===== config.mk =====
export PLATFORM = sky130hd
export DESIGN_NAME = uart_rx_config_set
export DESIGN_NICKNAME = d
export VERILOG_FILES = /design/src/rtl/uart_rx_config_set.sv
export SDC_FILE = /design/constraint.sdc
export NUM_CORES = 1
export LEC_CHECK = 0
export BUFFER_PORTS_ARGS = -buffer_cell sky130_fd_sc_hd__buf_2
export CORE_MARGIN = 4
export CORE_UTILIZATION = 30
export CTS_CLUSTER_DIAMETER = 40
export CTS_CLUSTER_SIZE = 16
export DETAILED_ROUTE_END_ITERATION = 7
export HOLD_SLACK_MARGIN = 0.08
export PLACE_DENSITY_LB_ADDON = 0.08
export SYNTH_ARGS = -nofsm -noshare
export SYNTH_HDL_FRONTEND = slang
export SYNTH_SLANG_ARGS = --single-unit

===== constraint.sdc =====
create_clock -name clk -period 3.6 [get_ports clk]
set_clock_uncertainty 0.05 [all_clocks]
set_input_delay 0.72 -clock clk [delete_from_list [all_inputs] [get_ports clk]]
set_output_delay 0.72 -clock clk [all_outputs]
set_load 0.005 [all_outputs]

===== src/rtl/uart_rx_config_set.sv =====
// uart_rx_config_set: 8N1 UART receiver plus a 4-byte packet parser
// (sync, index, value, checksum). Each good packet writes one byte of the
// live 32-bit configuration bus busNow.
module uart_rx_config_set #(
    parameter int unsigned CLK_HZ       = 10000000,
    parameter int unsigned BAUD         = 115200,
    parameter int unsigned CLKS_PER_BIT = CLK_HZ / BAUD,
    parameter logic [7:0]  SYNC_BYTE    = 8'h55,
    parameter int unsigned TIMEOUT_BITS = 20
) (
    input  logic        clk,
    input  logic        nRst,
    input  logic        uRx,
    input  logic [31:0] busDefault,
    output logic [31:0] busNow,
    output logic        cfgUpdate,
    output logic [7:0]  rxByte,
    output logic        rxValid,
    output logic        frameErr,
    output logic        pktErr
);

    localparam int unsigned GAP_LIMIT = TIMEOUT_BITS * CLKS_PER_BIT;
    localparam int unsigned CNT_W     = $clog2(CLKS_PER_BIT + 1);
    localparam int unsigned GAP_W     = $clog2(GAP_LIMIT + 1);

    // Counters load (N-1) and fire on zero, so a load of N-1 means N clocks.
    localparam logic [CNT_W-1:0] HALF_RELOAD = CNT_W'(CLKS_PER_BIT / 2 - 1);
    localparam logic [CNT_W-1:0] BIT_RELOAD  = CNT_W'(CLKS_PER_BIT - 1);
    localparam logic [GAP_W-1:0] GAP_LAST    = GAP_W'(GAP_LIMIT - 1);

    typedef enum logic [2:0] {
        R_IDLE,
        R_START,
        R_DATA,
        R_STOP,
        R_BREAK
    } rx_state_t;

    typedef enum logic [1:0] {
        P_SYNC,
        P_IDX,
        P_VAL,
        P_SUM
    } pkt_state_t;

    logic             r_rxMeta;
    logic             r_rxS;

    rx_state_t        r_rxState;
    logic [CNT_W-1:0] r_cnt;
    logic [2:0]       r_bitIdx;
    logic [7:0]       r_shift;
    logic [7:0]       r_rxByte;
    logic             r_rxValid;
    logic             r_frameErr;

    pkt_state_t       r_pState;
    logic [7:0]       r_idx;
    logic [7:0]       r_val;
    logic [GAP_W-1:0] r_gap;
    logic [31:0]      r_busNow;
    logic             r_cfgUpdate;
    logic             r_pktErr;

    logic [7:0]       w_sum;
    logic             w_idxOk;

    assign w_sum   = r_idx + r_val;
    assign w_idxOk = (r_idx[7:2] == '0);

    assign busNow    = r_busNow;
    assign cfgUpdate = r_cfgUpdate;
    assign rxByte    = r_rxByte;
    assign rxValid   = r_rxValid;
    assign frameErr  = r_frameErr;
    assign pktErr    = r_pktErr;

    // Two-flop synchroniser for the asynchronous serial line; idles high.
    always_ff @(posedge clk) begin
        if (!nRst) begin
            r_rxMeta <= 1'b1;
            r_rxS    <= 1'b1;
        end else begin
            r_rxMeta <= uRx;
            r_rxS    <= r_rxMeta;
        end
    end

    // Receive FSM: mid-bit sampling of start, 8 data bits LSB first, stop.
    always_ff @(posedge clk) begin
        if (!nRst) begin
            r_rxState  <= R_IDLE;
            r_cnt      <= '0;
            r_bitIdx   <= '0;
            r_shift    <= '0;
            r_rxByte   <= '0;
            r_rxValid  <= 1'b0;
            r_frameErr <= 1'b0;
        end else begin
            r_rxValid  <= 1'b0;
            r_frameErr <= 1'b0;
            case (r_rxState)
                R_IDLE: begin
                    if (!r_rxS) begin
                        r_cnt     <= HALF_RELOAD;
                        r_rxState <= R_START;
                    end
                end
                R_START: begin
                    if (r_cnt == '0) begin
                        if (r_rxS) begin
                            r_rxState <= R_IDLE;
                        end else begin
                            r_cnt     <= BIT_RELOAD;
                            r_bitIdx  <= '0;
                            r_rxState <= R_DATA;
                        end
                    end else begin
                        r_cnt <= r_cnt - 1'b1;
                    end
                end
                R_DATA: begin
                    if (r_cnt == '0) begin
                        r_shift <= {r_rxS, r_shift[7:1]};
                        r_cnt   <= BIT_RELOAD;
                        if (r_bitIdx == 3'd7) begin
                            r_rxState <= R_STOP;
                        end else begin
                            r_bitIdx <= r_bitIdx + 1'b1;
                        end
                    end else begin
                        r_cnt <= r_cnt - 1'b1;
                    end
                end
                R_STOP: begin
                    if (r_cnt == '0) begin
                        if (r_rxS) begin
                            r_rxByte  <= r_shift;
                            r_rxValid <= 1'b1;
                            r_rxState <= R_IDLE;
                        end else begin
                            r_frameErr <= 1'b1;
                            r_rxState  <= R_BREAK;
                        end
                    end else begin
                        r_cnt <= r_cnt - 1'b1;
                    end
                end
                R_BREAK: begin
                    if (r_rxS) begin
                        r_rxState <= R_IDLE;
                    end
                end
                default: r_rxState <= R_IDLE;
            endcase
        end
    end

    // Packet parser: frame errors and inter-byte timeout resync to P_SYNC.
    always_ff @(posedge clk) begin
        if (!nRst) begin
            r_pState    <= P_SYNC;
            r_idx       <= '0;
            r_val       <= '0;
            r_gap       <= '0;
            r_busNow    <= busDefault;
            r_cfgUpdate <= 1'b0;
            r_pktErr    <= 1'b0;
        end else begin
            r_cfgUpdate <= 1'b0;
            r_pktErr    <= 1'b0;
            if (r_frameErr) begin
                r_pState <= P_SYNC;
                r_gap    <= '0;
            end else if (r_rxValid) begin
                r_gap <= '0;
                case (r_pState)
                    P_SYNC: begin
                        if (r_rxByte == SYNC_BYTE) begin
                            r_pState <= P_IDX;
                        end
                    end
                    P_IDX: begin
                        r_idx    <= r_rxByte;
                        r_pState <= P_VAL;
                    end
                    P_VAL: begin
                        r_val    <= r_rxByte;
                        r_pState <= P_SUM;
                    end
                    P_SUM: begin
                        if ((r_rxByte == w_sum) && w_idxOk) begin
                            r_busNow[{r_idx[1:0], 3'b000} +: 8] <= r_val;
                            r_cfgUpdate <= 1'b1;
                        end else begin
                            r_pktErr <= 1'b1;
                        end
                        r_pState <= P_SYNC;
                    end
                    default: r_pState <= P_SYNC;
                endcase
            end else if (r_pState != P_SYNC) begin
                if (r_gap == GAP_LAST) begin
                    r_pState <= P_SYNC;
                    r_gap    <= '0;
                end else begin
                    r_gap <= r_gap + 1'b1;
                end
            end else begin
                r_gap <= '0;
            end
        end
    end

endmodule


### Yosys cells after proc, flatten, opt, wreduce, memory -nomap -nowiden

Cells that the tools add are included.

* add/subtract/negate cells: 5
* equal/unequal tests: 26
* shifts and indexed selects: 2
* muxes and demuxes: 35
* bitwise operators: 5
* reductions and logical operators: 23

Operators by type and width (number)
* 2-to-1 mux 32 bit: 5
* 2-to-1 mux 7 bit: 5
* 2-to-1 mux 3 bit: 11
* bitwise mux 32 bit: 1
* variable shift 8 x 7 -> 32 bit (first input constant): 1
* indexed part select 8 x 7 -> 32 bit: 1
* case mux 7 bit (4 select lines): 1
* inequality test 2 bit (second input constant): 10
* case mux 3 bit (5 select lines): 1
* AND reduction 3 bit: 5
* adder 11 x 1 -> 11 bit (second input constant): 1
* equality test 11 bit (second input constant): 1
* 2-to-1 mux 2 bit: 5
* adder 8 bit: 1
* equality test 8 x 7 -> 1 bit (second input constant): 1
* equality test 8 bit: 1
* case mux 2 bit (4 select lines): 1
* AND reduction 4 bit: 2
* nonzero test 2 bit: 4
* zero test 7 bit: 1
* negation 5 -> 7 bit: 1
* subtractor 7 x 1 -> 7 bit (second input constant): 1
* equality test 3 x 2 -> 1 bit (second input constant): 2
* equality test 3 bit (second input constant): 2
* other kinds (20): 31

* register bits: 96
* input bits: 35
* output and inout port bits: 44
* word-level logic and storage cells: 112

### Longest topological paths before layout

Gate-level depths: netlist (run 1).

* word-level depth: 8
* depth in mapped cells: 8
* mapped depth without buffers: 7

### Worst setup path before layout (run 1)

No wires, ideal clock.

* path kind: reg-to-reg
* from: register r_idx[0]
* to: register r_busNow[0], in the netlist busNow[0], enable pin
* setup time: 398 ps
* data arrival time: 2717 ps
* required time: 3152 ps
* setup slack: 435 ps
* cell stages (with the launch flop): 8
* buffers on the path: 0
* clock period less this slack: 3165 ps
* cell sequence: dfxtp_1 ha_1 fa_1 a21o_1 a21oi_1 xnor2_1 nand4b_1 o41ai_1

* cells in the longest elaborated chain, start to end: 5

RTL lines
* start, declared: line 59 `logic [7:0] r_idx;`
* start signal, assigned: line 185 `r_idx <= r_rxByte;`
* adder 8 bit: line 69 `assign w_sum = r_idx + r_val;`
* equality test 8 bit: line 193 `if ((r_rxByte == w_sum) && w_idxOk) begin`
* logical AND 1 bit: line 193
* inequality test 2 x 1 -> 1 bit (no line)
* AND reduction 4 bit (no line)
* end signal, assigned: line 167 `r_busNow <= busDefault;`
* end signal, assigned by index: line 194 `r_busNow[{r_idx[1:0], 3'b000} +: 8] <= r_val;`
* end, declared: line 62 `logic [31:0] r_busNow;`

Every way passes these cells.
A chain may end at the register's enable or synchronous reset.

### Worst setup path in the final report (run 1)

* from: register r_idx[0]
* to: register r_busNow[27], in the netlist busNow[27], enable pin

The elaborated chain is that of the path after synthesis.

==> results of run 1 <==
## critical path: stages, from the launching register on
cell,delay (ps)
dfxtp_1,390
ha_1,280
fa_1,430
a21o_1,190
a21oi_1,170
xnor2_1,140
nand4b_1,290
o41ai_1,410
buf_4,240
## worst paths after layout
| check | startpoint | to | slack [ps] | cells after the start |
|---|---|---|---|---|
| hold reg to reg | r_rxMeta | r_rxS | 370 | 1 |
| setup reg to reg | r_idx[0] | busNow[27] | 740 | 8 |
| setup / recovery | r_idx[0] | busNow[27] | 740 | 8 |
| hold / removal | r_rxMeta | r_rxS | 370 | 1 |
## report_power, final
| group | switching (mW) | internal, mW | leakage [nW] |
|---|---|---|---|
| Sequential | 0.0117 | 1.15 | 0.842 |
| Clock | 0.395 | 0.560 | 0.143 |
| Combinational | 0.0955 | 0.0752 | 1.20 |
## per-layer routing
metal  part of all wire, %  routed length [um]  GRT usage [%]  vias to the layer above
met5                     0                   0              0                        -
met4                   2.0                 227          6.051                        0
met3                   5.8                 668          2.865                       12
met2                    45                5231          22.03                       82
met1                    47                5470          18.81                     1671
li1                      -                   -              -                     1794
## registers in the layout, summed over array words and instances (netlist names)
register	count
r_rxMeta	1
r_shift	8
pktErr	1
busNow	32
r_pState	2
r_gap	11
r_cnt	7
r_bitIdx	3
r_rxState	3
frameErr	1
cfgUpdate	1
r_idx	8
rxByte	8
r_rxS	1
r_val	8
rxValid	1
## kinds of logic (layout without fill, tap and decap cells)
family	count (synthesis)	after routing	share of synthesized area (%)
compound gates	111	111	16.75
xor+xnor	23	23	4.502
fa+ha+maj	21	21	6.040
buf+inv	34	112	2.964
flops	96	96	50.11
mux	9	9	2.014
simple gates	161	161	17.62
## final cells by class
| cell class | instances | area (um2) | share of cell area [%] |
|---|---|---|---|
| multi-input cells | 325 | 2115 | 39.38 |
| clock buffers | 13 | 251.5 | 4.684 |
| inverters | 10 | 37.54 | 0.6991 |
| flip-flops and latches | 96 | 2242 | 41.76 |
| well taps | 184 | 230.2 | 4.288 |
| repair buffers | 86 | 450.4 | 8.390 |
| clock inverters | 3 | 42.54 | 0.7924 |
## layout by cell type (no fill, tap or decap), types with 3 or more instances in the layout
cell type,synthesis,final
nor3_1,5,5
a21oi_1,42,42
buf_4,0,8
nor2_1,38,38
clkbuf_16,0,9
ha_1,20,20
nand4_1,4,4
xor2_1,8,8
and3_1,3,3
a22o_1,32,32
dfxtp_1,64,64
o21ai_0,14,14
edfxtp_1,32,32
inv_1,10,9
nand3_1,32,32
xnor2_1,15,15
nor3b_1,3,3
buf_2,4,78
nand2b_1,7,7
mux2i_1,9,9
o41ai_1,5,3
nand2_1,46,46
==> flow_metrics.tcl, run 1 <==
set metrics [dict create \
    synthTopCellsByCount "dfxtp_1, nand2_1, a21oi_1, nor2_1" \
    fin_cells 717 \
    vias 3559 \
    hold_violations 0 \
    tns_ps 0 \
    drc 0 \
    p_per_area_nw_per_um2 426.0 \
    cts-root-buf "clkbuf_16" \
    final_area_um2 5369 \
    cts_sinks 96 \
    finish.utilization_pct 36.80 \
    viasPerCell 4.964 \
    fmax_mhz 349.0 \
    ys_async_sr_fraction_pct 0 \
    grt_overflow 0 \
    syn-cell-area_um2 4474 \
    hold_class "flip-flop to flip-flop" \
    dp_cells 701 \
    synth_cell_type_count 54 \
    worst_slack_ps 735.0 \
    maxSlewHeadroom_pct 33.52 \
    cp_max_fo 9 \
    drtIter0Drc 162 \
    placed_area_um2 5075 \
    critPathRequiredTime_ps 3600 \
    n_antenna_cell 0 \
    ys_seq_area_share_pct 50.11 \
    drv_slew 0 \
    nets 584 \
    portBuffers 78 \
    ys_dominant_reg_cell "dfxtp_1" \
    routedWlPerCell_um 16.18 \
    grt_pass1_vias 3518 \
    die-area_um2 16930 \
    fp.coreArea_um2 14590 \
    syn_inst 455 \
    clkTransAtPathRegs_ps 60 \
    setup_viol 0 \
    max-cap-violations 0 \
    synth_warnings 0 \
    holdWs_ps 372.0 \
    outcome "completed" \
    hold_buffers 0 \
    postCtsSetupRepairBufs 0 \
    dr.pass1.iters 6 \
    initial_utilization_pct 30.67 \
    antenna_found_initial 0 \
    p_leak_nw 2.180 \
    period_needed_ps 2865 \
    crit_path_end_kind "flip-flop" \
    grt_pass1_wl_um 18240 \
    routed_wl_um 11600 \
    io_pins 79 \
    synth_area_leaders "dfxtp_1, edfxtp_1, a22o_1" \
    htree_levels 3 \
    worstMarginPinSlew_ps 989.5 \
    synthesis.nets 511 \
    numCtsBuffers 9 \
    avgSynthCellArea_um2 9.834 \
    cts.path.max_buffers 2 \
    grt_max_degree 76 \
    rsz0062_at_grt "no" \
    place_congestion 0.8114 \
    post-place-ws_ps 749.7 \
    synth_top_area_share_pct 28.64 \
    placementRows 44 \
    insertion_delay_ps 350 \
    arrival_ps 2870 \
    min_period_over_period_pct 79.58 \
    synthMostInstantiatedCell "dfxtp_1" \
    ys_ff_latch 96 \
    p_total_mw 2.287 \
    ir_worst_vdd_mv 0.2524 \
    drtAntennaViolNets 0 \
    startpoint_type "flip-flop" \
    path_class "flip-flop to flip-flop" \
    post_cts_resize_count 0 \
    synth_top_area_cell "dfxtp_1" \
    grt_use_total_pct 14.05 \
    die_height_um 130.1 \
    drive_above_1_share_pct 21.01 \
    syn2layout_area_growth_pct 19.99 \
    die-width_um 130.1 \
    fillers 1466 \
    hpwlAfterDp_um 8303 \
    cts_tree "yes" \
    synth_edf_count 32 \
]
Power figures use the tool's default switching activity.
==> run 2, diff against run 1 <==
==> constraint.sdc (replaced) <==
create_clock -name clk -period 2.6 [get_ports clk]
set_clock_uncertainty 0.05 [all_clocks]
set_input_delay 0.52 -clock clk [delete_from_list [all_inputs] [get_ports clk]]
set_output_delay 0.52 -clock clk [all_outputs]
set_load 0.005 [all_outputs]
==> run 2 against run 1 <==
  * Power increased by 40%
  * Core utilization grew 1.6 points
  * Global-route usage grew 0.62 points
  * Flip-flop and latch count did not move
  * Register-to-register slack lost 650 ps
  * Non-clock buffer count rose by 17
  * Wire length up 5.4%
  * Sequential power up 39%
==> flow_metrics.tcl, run 2 (same netlist as run 1, synthesis figures left out) <==
set metrics [dict create \
    startpoint_type "flip-flop" \
    dr.pass1.iters 5 \
    cts_sinks 96 \
    placed_area_um2 5279 \
    period_needed_ps 2520 \
    outcome "completed" \
    cts-root-buf "clkbuf_16" \
    drc 0 \
    initial_utilization_pct 30.67 \
    nets 601 \
    crit_buf_inv 2 \
    setup_viol 0 \
    holdWs_ps 323.1 \
    die-area_um2 16930 \
    largest_reg_flops 32 \
    crit_cells 9 \
    hp-start "uRx" \
    routedWlPerCell_um 16.65 \
    vias 3619 \
    p_leak_nw 2.277 \
    maxSlewHeadroom_pct 47.11 \
    insertion_delay_ps 350 \
    layout_commonest_cell "buf_2" \
    path_cells "ha_4, fa_2, a211oi_2, o21bai_1, a21oi_1, xnor2_1, buf_4, o41ai_4, buf_6" \
    reg2reg_to "busNow[6]" \
    crit_path_end_kind "flip-flop" \
    final_area_um2 5603 \
    placementRows 44 \
    cp_max_fo 8 \
    grt_use_total_pct 14.67 \
    grt_max_degree 76 \
    critical_path.max_stage_delay_ps 370 \
    rsz0062_at_grt "yes" \
    grt_overflow 0 \
    final_cell_mix "buf_2, dfxtp_1, nand2_1" \
    htree_levels 3 \
    antenna_found_initial 0 \
    min_period_over_period_pct 96.92 \
    p_per_area_nw_per_um2 572.1 \
    hpwlAfterDp_um 9009 \
    grt_pass1_vias 3518 \
    ir_worst_vdd_mv 0.2427 \
    hold_depth 2 \
    r2r_cells 9 \
    reg2reg_slack_ps 80 \
    max-cap-violations 0 \
    grt_pass1_wl_um 19060 \
    portBuffers 78 \
    arrival_ps 2540 \
    n_antenna_cell 0 \
    fmax_mhz 396.9 \
    whs_endpoint "r_rxMeta" \
    hold_class "input pin to flip-flop" \
    drive_above_1_share_pct 25.27 \
    io_pins 79 \
    fp.coreArea_um2 14590 \
    hold_violations 0 \
    worstReg2RegStart "r_idx[0]" \
    routed_wl_um 12220 \
    drv_slew 0 \
    p_total_mw 3.205 \
    critPathRequiredTime_ps 2620 \
    place_congestion 0.7965 \
    fillers 1508 \
    numCtsBuffers 9 \
    clkTransAtPathRegs_ps 70 \
    critPathTopFamily "compound AO/OA/AOI/OAI gates" \
    cts_tree "yes" \
    die_height_um 130.1 \
    worst_slack_ps 80.20 \
    post-place-ws_ps 20.05 \
    cts.path.max_buffers 2 \
    viasPerCell 4.931 \
    drtIter0Drc 168 \
    syn2layout_area_growth_pct 25.22 \
    slowest_stage "fa_2" \
    worstMarginPinSlew_ps 793.3 \
    die-width_um 130.1 \
    drtAntennaViolNets 0 \
    path_class "flip-flop to flip-flop" \
]
-- run 2: cell count changes in the layout (fill, tap and decap cells not counted), sizes merged --
cell | previous run | this run
buf | 86 | 103
clkbuf | 13 | 9
clkinvlp | 1 | 3
clkinv | 1 | 2
inv | 10 | 11
-- run 2: layer usage --
layer | part of all wire, % | routed length, um | global-route usage [%] | vias up
met5 | 0 | 0 | 0 | -
met4 | 1.7 | 208 | 5.685 | 0
met3 | 5.3 | 647 | 2.988 | 14
met2 | 43 | 5253 | 22.15 | 92
met1 | 50 | 6113 | 20.60 | 1687
li1 | - | - | - | 1826
-- run 2: worst max-delay path by stage --
stage                     slack [ps]        end      from
after detailed placement          20  busNow[2]  r_idx[0]
after CTS                          4  busNow[6]  r_idx[0]
after global routing             -40  busNow[6]  r_idx[0]
after global placement            40  busNow[1]  r_idx[0]
after floorplan                  -50  busNow[0]  r_idx[0]
final                             80  busNow[6]  r_idx[0]
-- run 2: per-stage QoR --
| stage | std cells | util, % | TNS [ps] |
|---|---|---|---|
| floorplan | 455 | - | -1668 |
| global placement | 717 | 36.18 | 0 |
| detailed placement | 717 | 36.18 | 0 |
| global route | 734 | 38.40 | -382.2 |
| finish | 734 | 38.40 | 0 |
| CTS | 733 | 38.22 | 0 |
-- run 2: what timing repair did --
item                                   4_1_cts  5_1_grt
endpoints found under the hold margin        0        0
gates resized for setup                      0        5
setup endpoints to repair                    0       32
setup buffers                                0        1
hold buffers                                 0        0
-- run 2: power by group --
| group | total, mW | switching, mW | internal [mW] |
|---|---|---|---|
| clock network | 1.35 | 0.607 | 0.746 |
| logic | 0.247 | 0.136 | 0.112 |
| registers | 1.61 | 0.0157 | 1.59 |
| total | 3.21 | 0.758 | 2.45 |
-- run 2: final cells by class --
cell class                 instances  area (um2)  area share [%]
timing repair buffer             103       593.1           10.59
tap                              184       230.2           4.109
clock inverter                     7       71.32           1.273
multi-input combinational        325        2198           39.24
inverter                          10       37.54          0.6699
sequential                        96        2247           40.11
clock buffer                       9       225.2           4.020
==> run 3, diff against run 2 <==
--- a/config.mk
+++ b/config.mk
@@ -13,6 +13,8 @@
 export DETAILED_ROUTE_END_ITERATION = 7
 export HOLD_SLACK_MARGIN = 0.08
 export PLACE_DENSITY_LB_ADDON = 0.08
+export RECOVER_POWER = 100
+export SLEW_MARGIN = 20
 export SYNTH_ARGS = -nofsm -noshare
 export SYNTH_HDL_FRONTEND = slang
 export SYNTH_SLANG_ARGS = --single-unit
==> run 3 against run 2 <==
  * Hold slack improved by 1.5 ps
  * First-iteration DRC count fell by 3.0%
  * Critical path depth unchanged
  * Core utilization decreased by 0.49 points
  * Register-to-register slack hardly changed
  * Via count increased by 0.41%
  * Final cell count stayed put
  * Power decreased by 0.38%
  * Sequential share of layout area up 0.52 points
  * Critical endpoint unchanged
  * Largest cell class unchanged
==> flow_metrics.tcl, run 3 (same netlist as run 1, synthesis figures left out) <==
set metrics [dict create \
    outcome "completed" \
    ir_worst_vdd_mv 0.2434 \
    hold_violations 0 \
    multi_input_area_um2 2191 \
    final_area_um2 5532 \
    arrival_ps 2530 \
    cts.path.max_buffers 2 \
    hold_depth 2 \
    drv_slew 0 \
    vias 3634 \
    grt_max_degree 76 \
    r2r_cells 9 \
    worstMarginPinSlew_ps 799.9 \
    reg2reg_to "busNow[6]" \
    p_per_area_nw_per_um2 577.3 \
    setup_viol 0 \
    fillers 1518 \
    place_congestion 0.7965 \
    worstReg2RegStart "r_idx[0]" \
    maxSlewHeadroom_pct 46.67 \
    grt_pass1_vias 3518 \
    initial_utilization_pct 30.67 \
    syn2layout_area_growth_pct 23.63 \
    die_height_um 130.1 \
    clkTransAtPathRegs_ps 70 \
    largest_reg_flops 32 \
    routed_wl_um 12250 \
    grt_use_total_pct 14.67 \
    crit_path_end_kind "flip-flop" \
    viasPerCell 4.951 \
    startpoint_type "flip-flop" \
    ff_latch_area_um2 2247 \
    portBuffers 78 \
    reg2reg_slack_ps 90 \
    hold_class "input pin to flip-flop" \
    cp_max_fo 8 \
    period_needed_ps 2512 \
    nets 601 \
    dr.pass1.iters 5 \
    grt_overflow 0 \
    tns_ps 0 \
    die-area_um2 16930 \
    cts-root-buf "clkbuf_16" \
    placed_area_um2 5279 \
    io_pins 79 \
    n_antenna_cell 0 \
    p_leak_nw 2.150 \
    drtIter0Drc 163 \
    placementRows 44 \
    htree_levels 3 \
    cts_tree "yes" \
    p_total_mw 3.193 \
    grt_pass1_wl_um 19060 \
    die-width_um 130.1 \
    drtAntennaViolNets 0 \
    drc 0 \
    routedWlPerCell_um 16.69 \
    holdWs_ps 324.6 \
    antenna_found_initial 0 \
    numCtsBuffers 9 \
    min_period_over_period_pct 96.61 \
    whs_endpoint "r_rxMeta" \
    hp-start "uRx" \
    finish.utilization_pct 37.92 \
    hpwlAfterDp_um 9009 \
    max-cap-violations 0 \
    critPathRequiredTime_ps 2620 \
    cts_sinks 96 \
    insertion_delay_ps 350 \
    fmax_mhz 398.1 \
    fp.coreArea_um2 14590 \
    final_cell_mix "dfxtp_1, buf_2, nand2_1" \
    drive_above_1_share_pct 18.55 \
    path_class "flip-flop to flip-flop" \
    layout_commonest_cell "dfxtp_1" \
    rsz0062_at_grt "yes" \
]
run 3: cell types whose count changed in the layout (fill, tap and decap cells not counted), sizes merged:
cell	change
clkbuf	+34
buf	-34
run 3: timing repair:
item,CTS,global route
setup buffers,0,1
resized for setup,0,5
endpoints found under the setup margin,0,32
hold buffers,0,0
run 3: per-layer routing:
layer  vias to the layer above  global-route usage [%]  share of wire (%)  routed length, um
li1                       1828                       -                  -                  -
met2                        97                   22.15                 43               5261
met3                        14                   2.988                6.2                762
met5                         -                       0                  0                  0
met4                         0                   5.685                1.7                208
met1                      1695                   20.60                 49               6016
run 3: worst max path at each step:
stage                     end  slack [ps]  depth (start not counted)     start
CTS                 busNow[6]           4                          9  r_idx[0]
global placement    busNow[1]          40                          9  r_idx[0]
detailed placement  busNow[2]          20                          9  r_idx[0]
floorplan           busNow[0]         -50                          7  r_idx[0]
global route        busNow[6]         -40                          9  r_idx[0]
finish              busNow[6]          90                          9  r_idx[0]
run 3: critical path, stage by stage (launching register included):
cell and delay (ps):
dfxtp_4 350, ha_4 160, fa_2 370, a211oi_2 190
o21bai_1 100, a21oi_1 180, xnor2_1 90, buf_4 180
o41ai_4 370, buf_6 180
run 3: where the power goes:
group / internal [mW] / leakage (nW) / total (mW) / switching (mW)
clock network: 0.746 / 0.138 / 1.35 / 0.604
logic: 0.103 / 1.17 / 0.237 / 0.134
registers: 1.59 / 0.844 / 1.61 / 0.0164
total: 2.44 / 2.15 / 3.19 / 0.754
run 3: area by class of cell:
type | count | share of cell area, %
multi-input combinational | 325 | 39.61
timing repair buffer | 103 | 9.568
clock buffer | 9 | 4.071
clock inverter | 7 | 1.289
sequential | 96 | 40.62
inverter | 10 | 0.6786
tap | 184 | 4.162
run 3: metrics by stage:
stage / std cells / setup WS, ps
2_1_floorplan: 455 / -52.11
3_3_place_gp: 717 / 41.32
3_5_place_dp: 717 / 20.05
4_1_cts: 733 / 3.521
5_1_grt: 734 / -43.42
6_report: 734 / 88.15
